`src/rtl/fir_pkg.sv`:
```
// -----------------------------------------------------------------------------
// fir_pkg
// Shared definitions for the folded FIR filter:
//   - fir_state_e : controller state encoding (LOAD, READY, MAC, DONE)
//   - acc_width() : accumulator width that cannot wrap over TAPS products
//   - saturate()  : clamps a sign/zero-extended value to an OUT_W-bit range
// No ports (package).
// -----------------------------------------------------------------------------
package fir_pkg;

  typedef enum logic [1:0] {
    ST_LOAD  = 2'd0,
    ST_READY = 2'd1,
    ST_MAC   = 2'd2,
    ST_DONE  = 2'd3
  } fir_state_e;

  // Working width of the saturation helper; any accumulator is extended to it.
  localparam int SAT_W = 64;

  // Sum of TAPS products of DATA_W x COEF_W bits needs clog2(TAPS) guard bits.
  function automatic int acc_width(input int data_w, input int coef_w, input int taps);
    return data_w + coef_w + $clog2(taps);
  endfunction

  // Clamp val (already extended to SAT_W bits) to the out_w-bit range. When the
  // value already fits, it is returned unchanged, so callers with a narrow
  // accumulator get plain sign/zero extension after truncating to out_w bits.
  function automatic logic [SAT_W-1:0] saturate(input logic [SAT_W-1:0] val,
                                                input int               out_w,
                                                input bit               is_signed);
    logic signed [SAT_W-1:0] sval;
    logic signed [SAT_W-1:0] max_v;
    logic signed [SAT_W-1:0] min_v;
    sval = signed'(val);
    if (is_signed) begin
      max_v = (64'sd1 <<< (out_w - 1)) - 64'sd1;
      min_v = -(64'sd1 <<< (out_w - 1));
    end else begin
      max_v = (64'sd1 <<< out_w) - 64'sd1;
      min_v = 64'sd0;
    end
    if (sval > max_v) return max_v;
    if (sval < min_v) return min_v;
    return val;
  endfunction

endpackage

```
`src/rtl/fir_mac_unit.sv`:
```
// -----------------------------------------------------------------------------
// fir_mac_unit
// Registered multiply-accumulate shared by all taps of the folded FIR.
//   clk      in   clock, rising edge
//   reset    in   synchronous active-high reset (acc <= 0)
//   clear_i  in   synchronous clear of the accumulator (priority over en_i)
//   en_i     in   accumulate x_i * c_i this cycle
//   x_i      in   sample operand   (DATA_W)
//   c_i      in   coefficient      (COEF_W)
//   acc_o    out  accumulator      (ACC_W)
// SIGNED=1 treats operands as two's complement, SIGNED=0 as unsigned.
// -----------------------------------------------------------------------------
module fir_mac_unit
  import fir_pkg::*;
#(
  parameter int DATA_W = 8,
  parameter int COEF_W = 8,
  parameter int ACC_W  = 19,
  parameter int SIGNED = 0
) (
  input  logic              clk,
  input  logic              reset,
  input  logic              clear_i,
  input  logic              en_i,
  input  logic [DATA_W-1:0] x_i,
  input  logic [COEF_W-1:0] c_i,
  output logic [ACC_W-1:0]  acc_o
);

  localparam int PROD_W    = DATA_W + COEF_W;
  localparam bit IS_SIGNED = (SIGNED != 0);

  logic [PROD_W-1:0] x_ext;
  logic [PROD_W-1:0] c_ext;
  logic [PROD_W-1:0] prod;
  logic [ACC_W-1:0]  prod_ext;
  logic [ACC_W-1:0]  acc_q;

  // Extending both operands to the full product width makes the low PROD_W
  // bits of an unsigned multiply correct for two's-complement inputs as well.
  always_comb begin
    x_ext    = {{COEF_W{IS_SIGNED & x_i[DATA_W-1]}}, x_i};
    c_ext    = {{DATA_W{IS_SIGNED & c_i[COEF_W-1]}}, c_i};
    prod     = x_ext * c_ext;
    prod_ext = {{(ACC_W-PROD_W){IS_SIGNED & prod[PROD_W-1]}}, prod};
  end

  always_ff @(posedge clk) begin
    if (reset || clear_i) begin
      acc_q <= '0;
    end else if (en_i) begin
      acc_q <= acc_q + prod_ext;
    end
  end

  assign acc_o = acc_q;

endmodule

```
`src/rtl/fir_folded.sv`:
```
// -----------------------------------------------------------------------------
// fir_folded
// Time-multiplexed FIR: one MAC serves all TAPS taps, one result per sample.
// Protocol: load coefficients (coef_enable burst), then stream samples.
//   clk            in   clock, rising edge
//   reset          in   synchronous active-high reset
//   data_in        in   coefficient (low COEF_W bits) or sample (low DATA_W)
//   coef_enable    in   coefficient write strobe
//   sample_enable  in   sample strobe, accepted only while ready=1
//   data_out       out  saturated filter result, held between results
//   out_enable     out  one-cycle pulse when data_out updates
//   ready          out  a sample can be accepted this cycle
//   error          out  sticky protocol error, cleared only by reset
// Latency from sample acceptance to out_enable is TAPS+1 cycles.
// -----------------------------------------------------------------------------
module fir_folded
  import fir_pkg::*;
#(
  parameter  int TAPS   = 5,
  parameter  int DATA_W = 8,
  parameter  int COEF_W = 8,
  parameter  int OUT_W  = 16,
  parameter  int SIGNED = 0,
  localparam int IN_W   = (DATA_W > COEF_W) ? DATA_W : COEF_W
) (
  input  logic             clk,
  input  logic             reset,
  input  logic [IN_W-1:0]  data_in,
  input  logic             coef_enable,
  input  logic             sample_enable,
  output logic [OUT_W-1:0] data_out,
  output logic             out_enable,
  output logic             ready,
  output logic             error
);

  localparam int ACC_W     = acc_width(DATA_W, COEF_W, TAPS);
  localparam int IDX_W     = $clog2(TAPS + 1);
  localparam int TAP_W     = $clog2(TAPS);
  localparam bit IS_SIGNED = (SIGNED != 0);

  localparam logic [1:0] LOAD  = ST_LOAD;
  localparam logic [1:0] READY = ST_READY;
  localparam logic [1:0] MAC   = ST_MAC;
  localparam logic [1:0] DONE  = ST_DONE;

  localparam logic [IDX_W-1:0] IDX_FULL = IDX_W'(TAPS);
  localparam logic [TAP_W-1:0] TAP_LAST = TAP_W'(TAPS - 1);

  logic [1:0]        state_q, state_d;
  logic [IDX_W-1:0]  idx_q, idx_d;
  logic [TAP_W-1:0]  tap_q, tap_d;
  logic [OUT_W-1:0]  data_out_q, data_out_d;
  logic              out_en_q, out_en_d;
  logic              ready_q;
  logic              error_q, error_d;

  logic [COEF_W-1:0] coef_q [TAPS];
  logic [DATA_W-1:0] x_q    [TAPS];

  logic              coef_we;
  logic [TAP_W-1:0]  coef_waddr;
  logic              x_shift;
  logic              x_clear;
  logic              mac_clear;
  logic              mac_en;
  logic [ACC_W-1:0]  acc;
  logic [SAT_W-1:0]  acc_ext;

  fir_mac_unit #(
    .DATA_W (DATA_W),
    .COEF_W (COEF_W),
    .ACC_W  (ACC_W),
    .SIGNED (SIGNED)
  ) u_mac (
    .clk     (clk),
    .reset   (reset),
    .clear_i (mac_clear),
    .en_i    (mac_en),
    .x_i     (x_q[tap_q]),
    .c_i     (coef_q[tap_q]),
    .acc_o   (acc)
  );

  assign acc_ext = {{(SAT_W-ACC_W){IS_SIGNED & acc[ACC_W-1]}}, acc};

  // NOTE: every signal written here gets a default first, so no path through
  // the case statement leaves one unassigned and infers a latch.
  always_comb begin
    state_d    = state_q;
    idx_d      = idx_q;
    tap_d      = tap_q;
    data_out_d = data_out_q;
    out_en_d   = 1'b0;
    error_d    = error_q;
    coef_we    = 1'b0;
    coef_waddr = TAP_W'(idx_q);
    x_shift    = 1'b0;
    x_clear    = 1'b0;
    mac_clear  = 1'b0;
    mac_en     = 1'b0;

    // Both strobes at once is a protocol error; the coefficient path wins.
    if (coef_enable && sample_enable) error_d = 1'b1;

    case (state_q)
      LOAD: begin
        if (coef_enable) begin
          if (idx_q < IDX_FULL) begin
            coef_we = 1'b1;
            idx_d   = idx_q + 1'b1;
          end else begin
            error_d = 1'b1;
          end
        end else begin
          state_d = READY;
          if (sample_enable) error_d = 1'b1;
        end
      end
      READY: begin
        if (coef_enable) begin
          // Reload: restart at index 0 and take this cycle's write as coef[0].
          coef_we    = 1'b1;
          coef_waddr = '0;
          idx_d      = IDX_W'(1);
          x_clear    = 1'b1;
          state_d    = LOAD;
        end else if (sample_enable) begin
          x_shift   = 1'b1;
          mac_clear = 1'b1;
          tap_d     = '0;
          state_d   = MAC;
        end
      end
      MAC: begin
        mac_en = 1'b1;
        tap_d  = tap_q + 1'b1;
        if (tap_q == TAP_LAST) state_d = DONE;
        if (coef_enable || sample_enable) error_d = 1'b1;
      end
      DONE: begin
        data_out_d = OUT_W'(saturate(acc_ext, OUT_W, IS_SIGNED));
        out_en_d   = 1'b1;
        state_d    = READY;
        if (coef_enable || sample_enable) error_d = 1'b1;
      end
      default: state_d = LOAD;
    endcase
  end

  // NOTE: state registers use non-blocking assignments so every flop samples
  // the pre-edge values regardless of statement order.
  always_ff @(posedge clk) begin
    if (reset) begin
      state_q    <= LOAD;
      idx_q      <= '0;
      tap_q      <= '0;
      data_out_q <= '0;
      out_en_q   <= 1'b0;
      ready_q    <= 1'b0;
      error_q    <= 1'b0;
      // NOTE: the coefficient and delay-line arrays are reset explicitly because
      // unwritten taps must read as zero; this keeps them in flops, not RAM.
      for (int i = 0; i < TAPS; i++) begin
        coef_q[i] <= '0;
        x_q[i]    <= '0;
      end
    end else begin
      state_q    <= state_d;
      idx_q      <= idx_d;
      tap_q      <= tap_d;
      data_out_q <= data_out_d;
      out_en_q   <= out_en_d;
      ready_q    <= (state_d == READY);
      error_q    <= error_d;
      if (coef_we) coef_q[coef_waddr] <= data_in[COEF_W-1:0];
      if (x_clear) begin
        for (int i = 0; i < TAPS; i++) x_q[i] <= '0;
      end else if (x_shift) begin
        x_q[0] <= data_in[DATA_W-1:0];
        for (int i = 1; i < TAPS; i++) x_q[i] <= x_q[i-1];
      end
    end
  end

  assign data_out   = data_out_q;
  assign out_enable = out_en_q;
  assign ready      = ready_q;
  assign error      = error_q;

endmodule

```
`config.mk`:
```
export PLATFORM = sky130hd
export DESIGN_NAME = fir_folded
export DESIGN_NICKNAME = d
export VERILOG_FILES = /design/src/rtl/fir_pkg.sv /design/src/rtl/fir_mac_unit.sv /design/src/rtl/fir_folded.sv
export SDC_FILE = /design/constraint.sdc
export NUM_CORES = 1
export LEC_CHECK = 0
export CORE_ASPECT_RATIO = 1.5
export CORE_MARGIN = 1.5
export CORE_UTILIZATION = 63
export CTS_BUF_LIST = sky130_fd_sc_hd__clkbuf_4 sky130_fd_sc_hd__clkbuf_8 sky130_fd_sc_hd__clkbuf_16
export CTS_CLUSTER_DIAMETER = 120
export DETAILED_ROUTE_END_ITERATION = 6
export DONT_BUFFER_PORTS = 1
export PLACE_DENSITY_LB_ADDON = 0.1
export SYNTH_ARGS = -nofsm -noshare
export SYNTH_HDL_FRONTEND = slang
export SYNTH_HIERARCHICAL = 1
export SYNTH_SLANG_ARGS = --single-unit
```
`constraint.sdc`:
```
create_clock -name clk -period 7.6 [get_ports clk]
set_input_delay 0.76 -clock clk [delete_from_list [all_inputs] [get_ports clk]]
set_output_delay 0.76 -clock clk [all_outputs]
set_load 0.01 [all_outputs]
```
==> results of run 1 <==
## power by group through the flow
stage | clock, mW | combinational, mW | sequential, mW
after global routing | 0.916 | 0.444 | 0.959
final | 0.875 | 0.387 | 0.955
after detailed placement | 0 | 0.384 | 0.973
after floorplan | 0 | 0.309 | 0.963
after global placement | 0 | 0.373 | 0.971
after CTS | 0.885 | 0.388 | 0.955
## worst reg2reg max path, stage by stage, from the launching register on
cell                       delay (ns)
sky130_fd_sc_hd__dfxtp_1         0.90
sky130_fd_sc_hd__buf_4           0.42
sky130_fd_sc_hd__mux4_1          0.59
sky130_fd_sc_hd__mux2_2          0.35
sky130_fd_sc_hd__and2_1          0.18
sky130_fd_sc_hd__fa_1            0.49
sky130_fd_sc_hd__fa_1            0.52
sky130_fd_sc_hd__fa_1            0.54
sky130_fd_sc_hd__inv_1           0.05
sky130_fd_sc_hd__fa_1            0.53
sky130_fd_sc_hd__inv_1           0.04
sky130_fd_sc_hd__ha_1            0.37
sky130_fd_sc_hd__a21oi_1         0.26
sky130_fd_sc_hd__o211ai_2        0.14
sky130_fd_sc_hd__a21oi_1         0.29
sky130_fd_sc_hd__o21bai_1        0.12
sky130_fd_sc_hd__xnor2_1         0.20
sky130_fd_sc_hd__o21ai_1         0.09
## cell families (layout without fill, tap and decap cells)
family	Yosys count	in the layout
AO/OA/AOI/OAI	104	104
XOR/XNOR	14	14
adder cells (fa/ha/maj)	94	94
buffers and inverters	144	150
flip-flops	153	153
multiplexers	50	50
other	1	24
AND/OR/NAND/NOR	234	234
## state kept, by name, summed over array words and instances (netlist names), named ones only
signal and flops:
coef_q 64, data_out 16, error 1, idx_q 3
out_enable 1, ready 1, state_q 2, tap_q 3
u_mac/acc_o 19, x_q 40
## metrics by stage
step | worst slack (ns) | utilization (%) | cell area, um^2 | hold WS, ns
global route | 1.08 | 70.7 | 9940 | 0.377
detailed placement | 1.42 | 66.3 | 9330 | 0.486
global placement | 1.55 | 66.3 | 9330 | 0.472
finish | 1.39 | 70.7 | 9940 | 0.398
CTS | 1.40 | 70.7 | 9940 | 0.379
floorplan | 2.60 | - | 9190 | 0.438
## placed cells by master (no fill, tap or decap), types with 9 or more instances in the layout
cell	n
sky130_fd_sc_hd__o21ai_0	9
sky130_fd_sc_hd__fa_1	50
sky130_fd_sc_hd__ha_1	44
sky130_fd_sc_hd__a21oi_1	30
sky130_fd_sc_hd__nor2_1	40
sky130_fd_sc_hd__o221a_2	16
sky130_fd_sc_hd__mux2i_1	10
sky130_fd_sc_hd__nand2_1	56
sky130_fd_sc_hd__and2_1	78
sky130_fd_sc_hd__xnor2_1	12
sky130_fd_sc_hd__dfxtp_1	49
sky130_fd_sc_hd__conb_1	24
sky130_fd_sc_hd__inv_1	112
sky130_fd_sc_hd__mux4_1	12
sky130_fd_sc_hd__edfxtp_1	104
sky130_fd_sc_hd__nor3_1	28
sky130_fd_sc_hd__mux2_2	24
sky130_fd_sc_hd__clkbuf_16	17
sky130_fd_sc_hd__o22ai_1	10
## layer usage
metal | vias to the layer above | GRT usage, %
met5 | - | 0
li1 | 2740 | -
met2 | 118 | 50.1
met1 | 2947 | 29.9
met4 | 0 | 11.0
met3 | 32 | 5.29
## final cells by class
type / count / area [um^2]
clock buffer: 17 / 425
clock inverter: 15 / 185
fill: 1022 / 4120
inverter: 112 / 420
multi-input combinational: 520 / 4520
sequential: 153 / 4100
tap: 192 / 240
timing repair buffer: 6 / 45.0
## how the worst min path moves through the flow
stage,end,cells past startpoint,slack [ns],start
after floorplan,u_mac/acc_o[14]$_SDFFE_PP0P_,2,0.44,u_mac/acc_o[14]$_SDFFE_PP0P_
after global placement,u_mac/acc_o[16]$_SDFFE_PP0P_,2,0.47,u_mac/acc_o[16]$_SDFFE_PP0P_
after detailed placement,u_mac/acc_o[16]$_SDFFE_PP0P_,2,0.49,u_mac/acc_o[16]$_SDFFE_PP0P_
after CTS,idx_q[1]$_SDFFE_PP0P_,1,0.38,reset
after global routing,state_q[1]$_SDFF_PP0_,1,0.38,reset
final,idx_q[1]$_SDFFE_PP0P_,1,0.40,reset
==> metrics, run 1 <==
overall via count from detail_route=5,837; Final GP Congestion=approximately 0.92; die outline width=101 um; setup violation total in the final timing report=0; Maximum Capacitance Violations=0; leakage power of the design=about 4.2 nW; largest cells by area after synthesis=sky130_fd_sc_hd__edfxtp_1 34%, sky130_fd_sc_hd__fa_1 11%, sky130_fd_sc_hd__dfxtp_1 11%; number of placement rows=53; power density of the placed cells=223 mW/mm^2; synthesized instance count=794; transition time at the pin with the least slew margin=~1.0 ns; Die Height=150 um; total congestion overflow=0; switch share=28.7%; minimum period implied by the final worst setup slack=6.21 ns; instance count on the critical path=17; cell-internal power=1.58 mW; clock tree from TritonCTS=yes; setup TNS=0 ns; total routing usage reported by global routing=27.0%; most common library cells after synthesis=112 x sky130_fd_sc_hd__inv_1, 104 x sky130_fd_sc_hd__edfxtp_1, 78 x sky130_fd_sc_hd__and2_1, 56 x sky130_fd_sc_hd__nand2_1, 50 x sky130_fd_sc_hd__fa_1; IR Drop Worst-Case VDD=about 0.17 mV; number of antenna violations at the first check in global routing=0; RSZ-0062 raised after global routing=no; final worst-path cycle share=between 80% and 90%; slowest stage delay, CP=0.90 ns; total iterations of the first detailed-routing run=5; EDFF count, synth=104; dominant combinational cell family by area after synthesis=adder cells; number of buffers added to fix hold violations after cts=0; clock root buffer master=sky130_fd_sc_hd__clkbuf_16; post-detail-place hpwl=between 10,000 and 15,000 um; critical-path cell with the highest stage delay=sky130_fd_sc_hd__dfxtp_1; initial standard-cell utilization of the core=64.7%; Iteration-0 DRC Markers=293; average instance area after synthesis=11.5 um^2; synthesized flop and latch total=around 150; Worst Path Class, Setup=register to register; Clock Latency Late Sink=0.43 ns; clock-pin slew on the worst setup and hold paths=0.07 ns; fraction of power consumed by the clock network=between 30% and 40%; Post-CTS Setup Bufs=0; met3 routed wirelength=616 um; Clock Skews=0.00972 ns; simple-gate share of the synthesized area=13.4%; number of gates resized after cts=0; count of placed standard cells in the final layout, fillers left out=1,015; Reg power frac=43.1%; net switching power=0.636 mW; Syn Std Cell Area=0.00910 mm^2; cell family contributing the most delay on the critical path=adder cells; overall routed net length=18,900 um; fraction of layout instances using a drive strength above 1=11.9%; Synth-to-Final Area Change=9.15%; number of antenna repair diodes=0; dominant cell type by area after synthesis=sky130_fd_sc_hd__edfxtp_1; Routed wire per std cell=18.6 um; clock net sink count=153; count of endpoints failing hold in the final timing report=0; layout net count=just over 900; endpoint of the worst setup timing path=u_mac/acc_o[12]$_SDFFE_PP0P_; FF-to-FF path depth=17; vias in the first global route=a little over 6,000; Most used DFF post-synth=sky130_fd_sc_hd__edfxtp_1; multiplexer area fraction after synthesis=8.52%; floorplan die area=0.0152 mm^2; kind of start point of the critical path=register; largest driver fanout on the critical path=19; cells along the critical path=buf_4 -> mux4_1 -> mux2_2 -> and2_1 -> fa_1 -> fa_1 -> fa_1 -> inv_1 -> fa_1 -> inv_1 -> ha_1 -> a21oi_1 -> o211ai_2 -> a21oi_1 -> o21bai_1 -> xnor2_1 -> o21ai_1; combinational share of power=17.4%; required time of the critical path=7.91 ns; routed vias/inst=5.75; arrival time reported for the critical path endpoint=about 6.5 ns; Top Layer Used=met4; Worst slew margin=~30%; routed length on met1=7250 um; Slew Limit Fails=0; min-delay worst type=primary input to register; sequential-to-total area share from yosys stat=45.1%; Yosys warning total=6; total power after layout=between 2 and 2.5 mW; post-route antenna net violation count=0; Core ar.=0.0141 mm^2; Reg2Reg Setup Slack=between 1 and 1.5 ns; count leader, synth=sky130_fd_sc_hd__inv_1; complex-gate fraction of the synthesized area=a little over 8%; Top Ports=31; Routed met2 length=~11,000 um; number of port buffers=0; post-detailed-route DRC marker count=0; maximum number of pins on one net before global-route repair=just over 40; adder-cell share of the synthesized area=approximately 17%; depth of the CTS H-tree=4; FMAX=161 MHz; Setup crit end kind=register; buffers and inverters on the worst path=3; Post-Place Cells=983; Unique masters post-synth=58; fraction of registers with async set or reset after synthesis=0%; most prevalent standard cell on the critical path=sky130_fd_sc_hd__fa_1; global-route wire length before repair=roughly 31,000 um; run status=finished clean; area share of the leading cell type in the synthesized netlist=34.3%; Synth Area in XOR/XNOR=under 10%; maximum buffer depth of the clock tree=2; number of buffers created by CTS=17; r2r endpoint=u_mac/acc_o[12]$_SDFFE_PP0P_
Power figures use the tool's default switching activity.
==> run 2, diff against run 1 <==
- CORE_UTILIZATION: 63 -> 58
- clock period: 7.6 -> 5.25 ns (I/O delays scaled with it)
==> metrics, run 2 (synthesis results as in run 1) <==
flip-flop count of the largest register, all copies and words added=64; power density of the placed cells=317 mW/mm^2; most heavily used metal layer in global routing=met2; Worst slew margin=28.9%; Worst Path Class, Setup=register to register; number of placement rows=55; post-placement cell area=between 0.009 and 0.01 mm^2; overall routed net length=roughly 20,000 um; layout net count=958; worst hold endpoint=state_q[1]$_SDFF_PP0_; post-route antenna net violation count=0; Slew Limit Fails=0; Maximum Capacitance Violations=0; routed vias/inst=approximately 5.6; worst slack, placed=-0.104 ns; final worst-path cycle share=97.5%; overall via count from detail_route=6,004; leakage power of the design=4.37 nW; clock net sink count=153; maximum buffer depth of the clock tree=2; Clock Skews=0.0116 ns; number of antenna violations at the first check in global routing=0; arrival time reported for the critical path endpoint=5.43 ns; kind of start point of the critical path=register; setup slack after layout=0.130 ns; Iteration-0 DRC Markers=354; Hold Path Stages=1; largest reg by FF count=coef_q; total iterations of the first detailed-routing run=5; required time of the critical path=~5.6 ns; maximum number of pins on one net before global-route repair=41; run status=finished clean; initial standard-cell utilization of the core=59.9%; global-route wire length before repair=31,600 um; most common cell after layout, fill and taps aside=sky130_fd_sc_hd__inv_1; setup TNS=0 ns; Final Cell Area=0.0105 mm^2; met3 layer usage reported by global route=roughly 4%; post-detail-place hpwl=14,400 um; fraction of layout instances using a drive strength above 1=between 20% and 30%; Final GP Congestion=0.882; number of antenna repair diodes=0; largest driver fanout on the critical path=10; die outline width=~110 um; commonest cells after routing, fill and taps aside=111 x sky130_fd_sc_hd__inv_1, 104 x sky130_fd_sc_hd__edfxtp_1, 77 x sky130_fd_sc_hd__and2_1; number of buffers created by CTS=17; total power after layout=approximately 3.3 mW; number of buffers added to fix hold violations after cts=0; Core ar.=0.0152 mm^2; Hold Crit Start=reset; min-delay worst type=primary input to register; total routing usage reported by global routing=around a quarter; count of endpoints failing hold in the final timing report=0; transition time at the pin with the least slew margin=roughly 1.1 ns; Top Ports=31; IR Drop Worst-Case VDD=0.258 mV; Routed wire per std cell=~19 um; total congestion overflow=0; Die Height=156 um; minimum period implied by the final worst setup slack=5.12 ns; Reg2Reg Setup Slack=approximately 0.13 ns; depth of the CTS H-tree=4; FF-to-FF path depth=20; Clock Latency Late Sink=0.43 ns; r2r endpoint=u_mac/acc_o[16]$_SDFFE_PP0P_; FMAX=195 MHz; number of port buffers=0; clock root buffer master=sky130_fd_sc_hd__clkbuf_16; RSZ-0062 raised after global routing=yes; GRT met1 Usage=28.5%; clock tree from TritonCTS=yes; Synth-to-Final Area Change=14.9%; met2 demand-to-capacity share in global routing=47.7%; Setup crit end kind=register; post-detailed-route DRC marker count=0; clock-pin slew on the worst setup and hold paths=around 0.07 ns; floorplan die area=0.0165 mm^2; setup violation total in the final timing report=0; vias in the first global route=6,232
-- run 2: cell types whose count changed in the layout (fill, tap and decap cells not counted), sizes merged --
cell / delta
clkbuf: +1
inv: +5
clkinvlp: -1
bufinv: -2
clkinv: -2
buf: +41
-- run 2: how the worst max path moves through the flow --
stage                                         to  slack, ns  depth (start not counted)
finish              u_mac/acc_o[16]$_SDFFE_PP0P_       0.13                         20
global route        u_mac/acc_o[12]$_SDFFE_PP0P_      -0.02                         19
CTS                 u_mac/acc_o[14]$_SDFFE_PP0P_       0.04                         18
detailed placement  u_mac/acc_o[16]$_SDFFE_PP0P_      -0.10                         17
global placement    u_mac/acc_o[15]$_SDFFE_PP0P_       0.04                         17
floorplan           u_mac/acc_o[12]$_SDFFE_PP0P_       0.25                         18
-- run 2: worst max-delay path, stage by stage, from the launching register on --
cell and delay [ns]:
sky130_fd_sc_hd__dfxtp_4 0.40, sky130_fd_sc_hd__buf_12 0.15, sky130_fd_sc_hd__buf_12 0.13, sky130_fd_sc_hd__mux2_2 0.33, sky130_fd_sc_hd__o22ai_1 0.17, sky130_fd_sc_hd__a21oi_1 0.06
sky130_fd_sc_hd__buf_4 0.17, sky130_fd_sc_hd__and2_1 0.17, sky130_fd_sc_hd__fa_1 0.44, sky130_fd_sc_hd__fa_1 0.53, sky130_fd_sc_hd__inv_1 0.06, sky130_fd_sc_hd__fa_1 0.52
sky130_fd_sc_hd__fa_1 0.56, sky130_fd_sc_hd__inv_1 0.04, sky130_fd_sc_hd__ha_1 0.33, sky130_fd_sc_hd__nand2_1 0.15, sky130_fd_sc_hd__a21oi_2 0.23, sky130_fd_sc_hd__o211a_1 0.17
sky130_fd_sc_hd__a2bb2oi_2 0.17, sky130_fd_sc_hd__xnor2_1 0.14, sky130_fd_sc_hd__o21ai_1 0.07
-- run 2: routing by layer --
layer	vias to the layer above	routed length, um	part of all wire, %
met5	-	0	0
met1	3016	7890	39
met3	34	589	2.9
li1	2819	-	-
met2	135	11300	56
met4	0	449	2.2
-- run 2: per-stage QoR --
| step | std cells | hold slack (ns) | utilization (%) |
|---|---|---|---|
| after detailed placement | 1022 | 0.466 | 63.1 |
| after global routing | 1064 | 0.157 | 68.8 |
| final | 1064 | 0.175 | 68.8 |
| after global placement | 1022 | 0.460 | 63.1 |
| after floorplan | 817 | 0.438 | - |
| after CTS | 1055 | 0.157 | 67.2 |
-- run 2: layout make-up --
cell class | count | area, um^2
repair buffers | 48 | 428
fillers | 1133 | 4750
inverters | 112 | 420
multi-input cells | 520 | 4680
clock inverters | 15 | 151
well taps | 199 | 249
clock buffers | 17 | 425
flip-flops and latches | 153 | 4110
-- run 2: where the power goes --
| part | switching (mW) | internal, mW | total (mW) | leakage, nW |
|---|---|---|---|---|
| logic | 0.399 | 0.331 | 0.731 | 2.61 |
| clock network | 0.571 | 0.635 | 1.21 | 0.283 |
| registers | 0.0324 | 1.35 | 1.38 | 1.47 |
-- run 2: timing repair --
action	CTS	global route
pin swaps	3	20
endpoints found under the setup margin	5	9
cloned	0	1
setup buffers	1	8
resized for setup	9	43
==> run 3, diff against run 2 <==
- GPL_ROUTABILITY_DRIVEN: unset -> 0
- SYNTH_HIERARCHICAL: 1 -> unset
==> metrics, run 3 <==
EDFF count, synth=between 100 and 150; count of endpoints failing hold in the final timing report=0; arrival time reported for the critical path endpoint=between 5 and 6 ns; post-route antenna net violation count=0; IR Drop Worst-Case VDD=~0.25 mV; largest cells by area after synthesis=sky130_fd_sc_hd__edfxtp_1 34%, sky130_fd_sc_hd__fa_1 11%, sky130_fd_sc_hd__dfxtp_1 11%; minimum period implied by the final worst setup slack=5.39 ns; global-route wire length before repair=32,000 um; depth of the CTS H-tree=4; Worst Path Class, Setup=register to register; most common cell after layout, fill and taps aside=sky130_fd_sc_hd__edfxtp_1; complex-gate fraction of the synthesized area=5.70%; Synth-to-Final Area Change=21.5%; initial standard-cell utilization of the core=a little under 60%; FMAX=186 MHz; number of placement rows=between 50 and 60; Routed wire per std cell=about 19 um; total iterations of the first detailed-routing run=4; failing checks=negative setup slack; number of buffers added to fix hold violations after cts=0; most common library cells after synthesis=104 x sky130_fd_sc_hd__edfxtp_1, 97 x sky130_fd_sc_hd__nor2_1, 94 x sky130_fd_sc_hd__inv_1, 81 x sky130_fd_sc_hd__and2_1, 50 x sky130_fd_sc_hd__fa_1; average instance area after synthesis=11.5 um^2; Post-Place Cells=1,043; final worst-path cycle share=103%; sequential-to-total area share from yosys stat=44.9%; GRT met1 Usage=27.2%; Die Height=157 um; post-placement cell area=0.00977 mm^2; floorplan die area=0.0165 mm^2; Core ar.=approximately 0.016 mm^2; Syn Std Cell Area=0.00914 mm^2; number of antenna violations at the first check in global routing=0; Slew Limit Fails=0; setup slack after layout=-0.139 ns; dominant cell type by area after synthesis=sky130_fd_sc_hd__edfxtp_1; largest driver fanout on the critical path=5; clock root buffer master=sky130_fd_sc_hd__clkbuf_16; dominant combinational cell family by area after synthesis=adder cells; setup violation total in the final timing report=7; power density of the placed cells=315 mW/mm^2; Setup crit end kind=register; layout net count=994; routed vias/inst=5.55; Iteration-0 DRC Markers=252; RSZ-0062 raised after global routing=yes; vias in the first global route=~6,400; number of antenna repair diodes=0; area share of the leading cell type in the synthesized netlist=34.2%; number of buffers created by CTS=17; fraction of layout instances using a drive strength above 1=24.8%; overall via count from detail_route=about 6,000; multiplexer area fraction after synthesis=9.61%; post-detailed-route DRC marker count=0; simple-gate share of the synthesized area=16.6%; flip-flop count of the largest register, all copies and words added=64; Unique masters post-synth=62; count of placed standard cells in the final layout, fillers left out=1,104; Top Ports=31; Clock Skews=~0.013 ns; Yosys warning total=0; maximum number of pins on one net before global-route repair=42; synthesized flop and latch total=153; required time of the critical path=around 5.6 ns; post-detail-place hpwl=13,700 um; synthesized instance count=795; kind of start point of the critical path=register; Final Cell Area=0.0111 mm^2; Worst slew margin=24.3%; met2 demand-to-capacity share in global routing=47.9%; clock-pin slew on the worst setup and hold paths=0.07 ns; fraction of registers with async set or reset after synthesis=0%; leakage power of the design=roughly 4.6 nW; Most used DFF post-synth=sky130_fd_sc_hd__edfxtp_1; total routing usage reported by global routing=25.7%; Min Hold Slack=about 0.17 ns; number of port buffers=0; adder-cell share of the synthesized area=between 10% and 20%; largest reg by FF count=coef_q; transition time at the pin with the least slew margin=approximately 1.1 ns; overall routed net length=roughly 20,000 um; maximum buffer depth of the clock tree=2; Maximum Capacitance Violations=0; min-delay worst type=primary input to register; run status=complete, but fails checks; total congestion overflow=0; met3 layer usage reported by global route=about 4.5%; clock net sink count=153; die outline width=105 um; count leader, synth=sky130_fd_sc_hd__edfxtp_1; clock tree from TritonCTS=yes; most heavily used metal layer in global routing=met2; commonest cells after routing, fill and taps aside=104 x sky130_fd_sc_hd__edfxtp_1, 90 x sky130_fd_sc_hd__nor2_1, 85 x sky130_fd_sc_hd__inv_1; Synth Area in XOR/XNOR=less than 1%; Clock Latency Late Sink=0.43 ns
## run 3: cell types whose count changed after synthesis, moves of 5 or more
cell / before / now
sky130_fd_sc_hd__or2_1: 0 / 13
sky130_fd_sc_hd__inv_1: 112 / 94
sky130_fd_sc_hd__o21ai_1: 7 / 2
sky130_fd_sc_hd__mux2i_4: 0 / 10
sky130_fd_sc_hd__mux4_2: 4 / 24
sky130_fd_sc_hd__xnor2_1: 12 / 2
sky130_fd_sc_hd__o22ai_1: 10 / 1
sky130_fd_sc_hd__o221a_2: 16 / 0
sky130_fd_sc_hd__mux2_2: 24 / 2
sky130_fd_sc_hd__mux4_1: 12 / 0
sky130_fd_sc_hd__nand2_1: 56 / 31
sky130_fd_sc_hd__nor2_1: 40 / 97
sky130_fd_sc_hd__mux2i_1: 10 / 2
sky130_fd_sc_hd__nand2b_1: 6 / 19
## run 3: per-stage QoR
| stage | power [mW] | worst slack (ns) | setup TNS, ns | util [%] |
|---|---|---|---|---|
| 2_1_floorplan | 1.80 | 0.000308 | 0 | - |
| 3_3_place_gp | 1.94 | -0.160 | -0.768 | 62.8 |
| 3_5_place_dp | 1.96 | -0.260 | -1.45 | 62.8 |
| 4_1_cts | 3.40 | -0.135 | -0.426 | 70.3 |
| 5_1_grt | 3.64 | -0.241 | -1.40 | 71.4 |
| 6_report | 3.50 | -0.139 | -0.511 | 71.4 |
## run 3: what timing repair did
item                       CTS  global route
gates cloned                 3             0
gates resized for setup     55            34
buffers inserted            19             9
pin swaps                   39            31
setup endpoints to repair    8            10
## run 3: where the power goes
part           total [mW]  switching [mW]  leakage [nW]  internal (mW)
combinational       0.792           0.418          2.78          0.374
clock                1.33           0.562         0.309          0.770
sequential           1.38          0.0312          1.47           1.35
total                3.50            1.01          4.56           2.49
## run 3: final timing paths
kind | slack [ns] | from | cells past startpoint | to
min reg2reg | 0.48 | u_mac.acc_o[18]$_SDFFE_PP0P_ | 2 | u_mac.acc_o[18]$_SDFFE_PP0P_
max reg2reg | -0.14 | register | 21 | u_mac.acc_o[15]$_SDFFE_PP0P_
min | 0.17 | reset | 1 | error$_SDFF_PP0_
max | -0.14 | register | 21 | u_mac.acc_o[15]$_SDFFE_PP0P_
## run 3: worst max-delay path, stage by stage (launching register included)
cell and delay (ns):
sky130_fd_sc_hd__dfxtp_4 0.38, sky130_fd_sc_hd__buf_12 0.13, sky130_fd_sc_hd__buf_12 0.13, sky130_fd_sc_hd__mux4_2 0.50, sky130_fd_sc_hd__mux2_4 0.33, sky130_fd_sc_hd__buf_6 0.15, sky130_fd_sc_hd__nand2b_4 0.07, sky130_fd_sc_hd__fa_1 0.43
sky130_fd_sc_hd__inv_2 0.07, sky130_fd_sc_hd__fa_1 0.43, sky130_fd_sc_hd__fa_1 0.54, sky130_fd_sc_hd__inv_1 0.05, sky130_fd_sc_hd__fa_1 0.50, sky130_fd_sc_hd__inv_2 0.05, sky130_fd_sc_hd__ha_4 0.23, sky130_fd_sc_hd__o21ai_4 0.07
sky130_fd_sc_hd__a21oi_4 0.05, sky130_fd_sc_hd__o31a_1 0.30, sky130_fd_sc_hd__buf_4 0.17, sky130_fd_sc_hd__o311a_4 0.33, sky130_fd_sc_hd__o21a_1 0.20, sky130_fd_sc_hd__o41ai_2 0.18
## run 3: cell families after synthesis
logic type               Yosys count
other                              1
XOR/XNOR                           8
multiplexers                      43
AND/OR/NAND/NOR                  295
buffers and inverters            123
adder cells (fa/ha/maj)           94
AO/OA/AOI/OAI                     78
flip-flops                       153
## run 3: final cells by class
type                       count  area (um^2)
tap                          203          254
fill                        1052         4450
clock buffer                  17          425
clock inverter                15          205
sequential                   153         4110
multi-input combinational    542         5020
timing repair buffer          79          737
inverter                      95          357
## run 3: layer usage
layer  part of all wire (%)  routed length [um]
met5                      0                   0
met4                    4.7                 966
met3                    3.3                 664
met2                     55               11200
met1                     37                7570
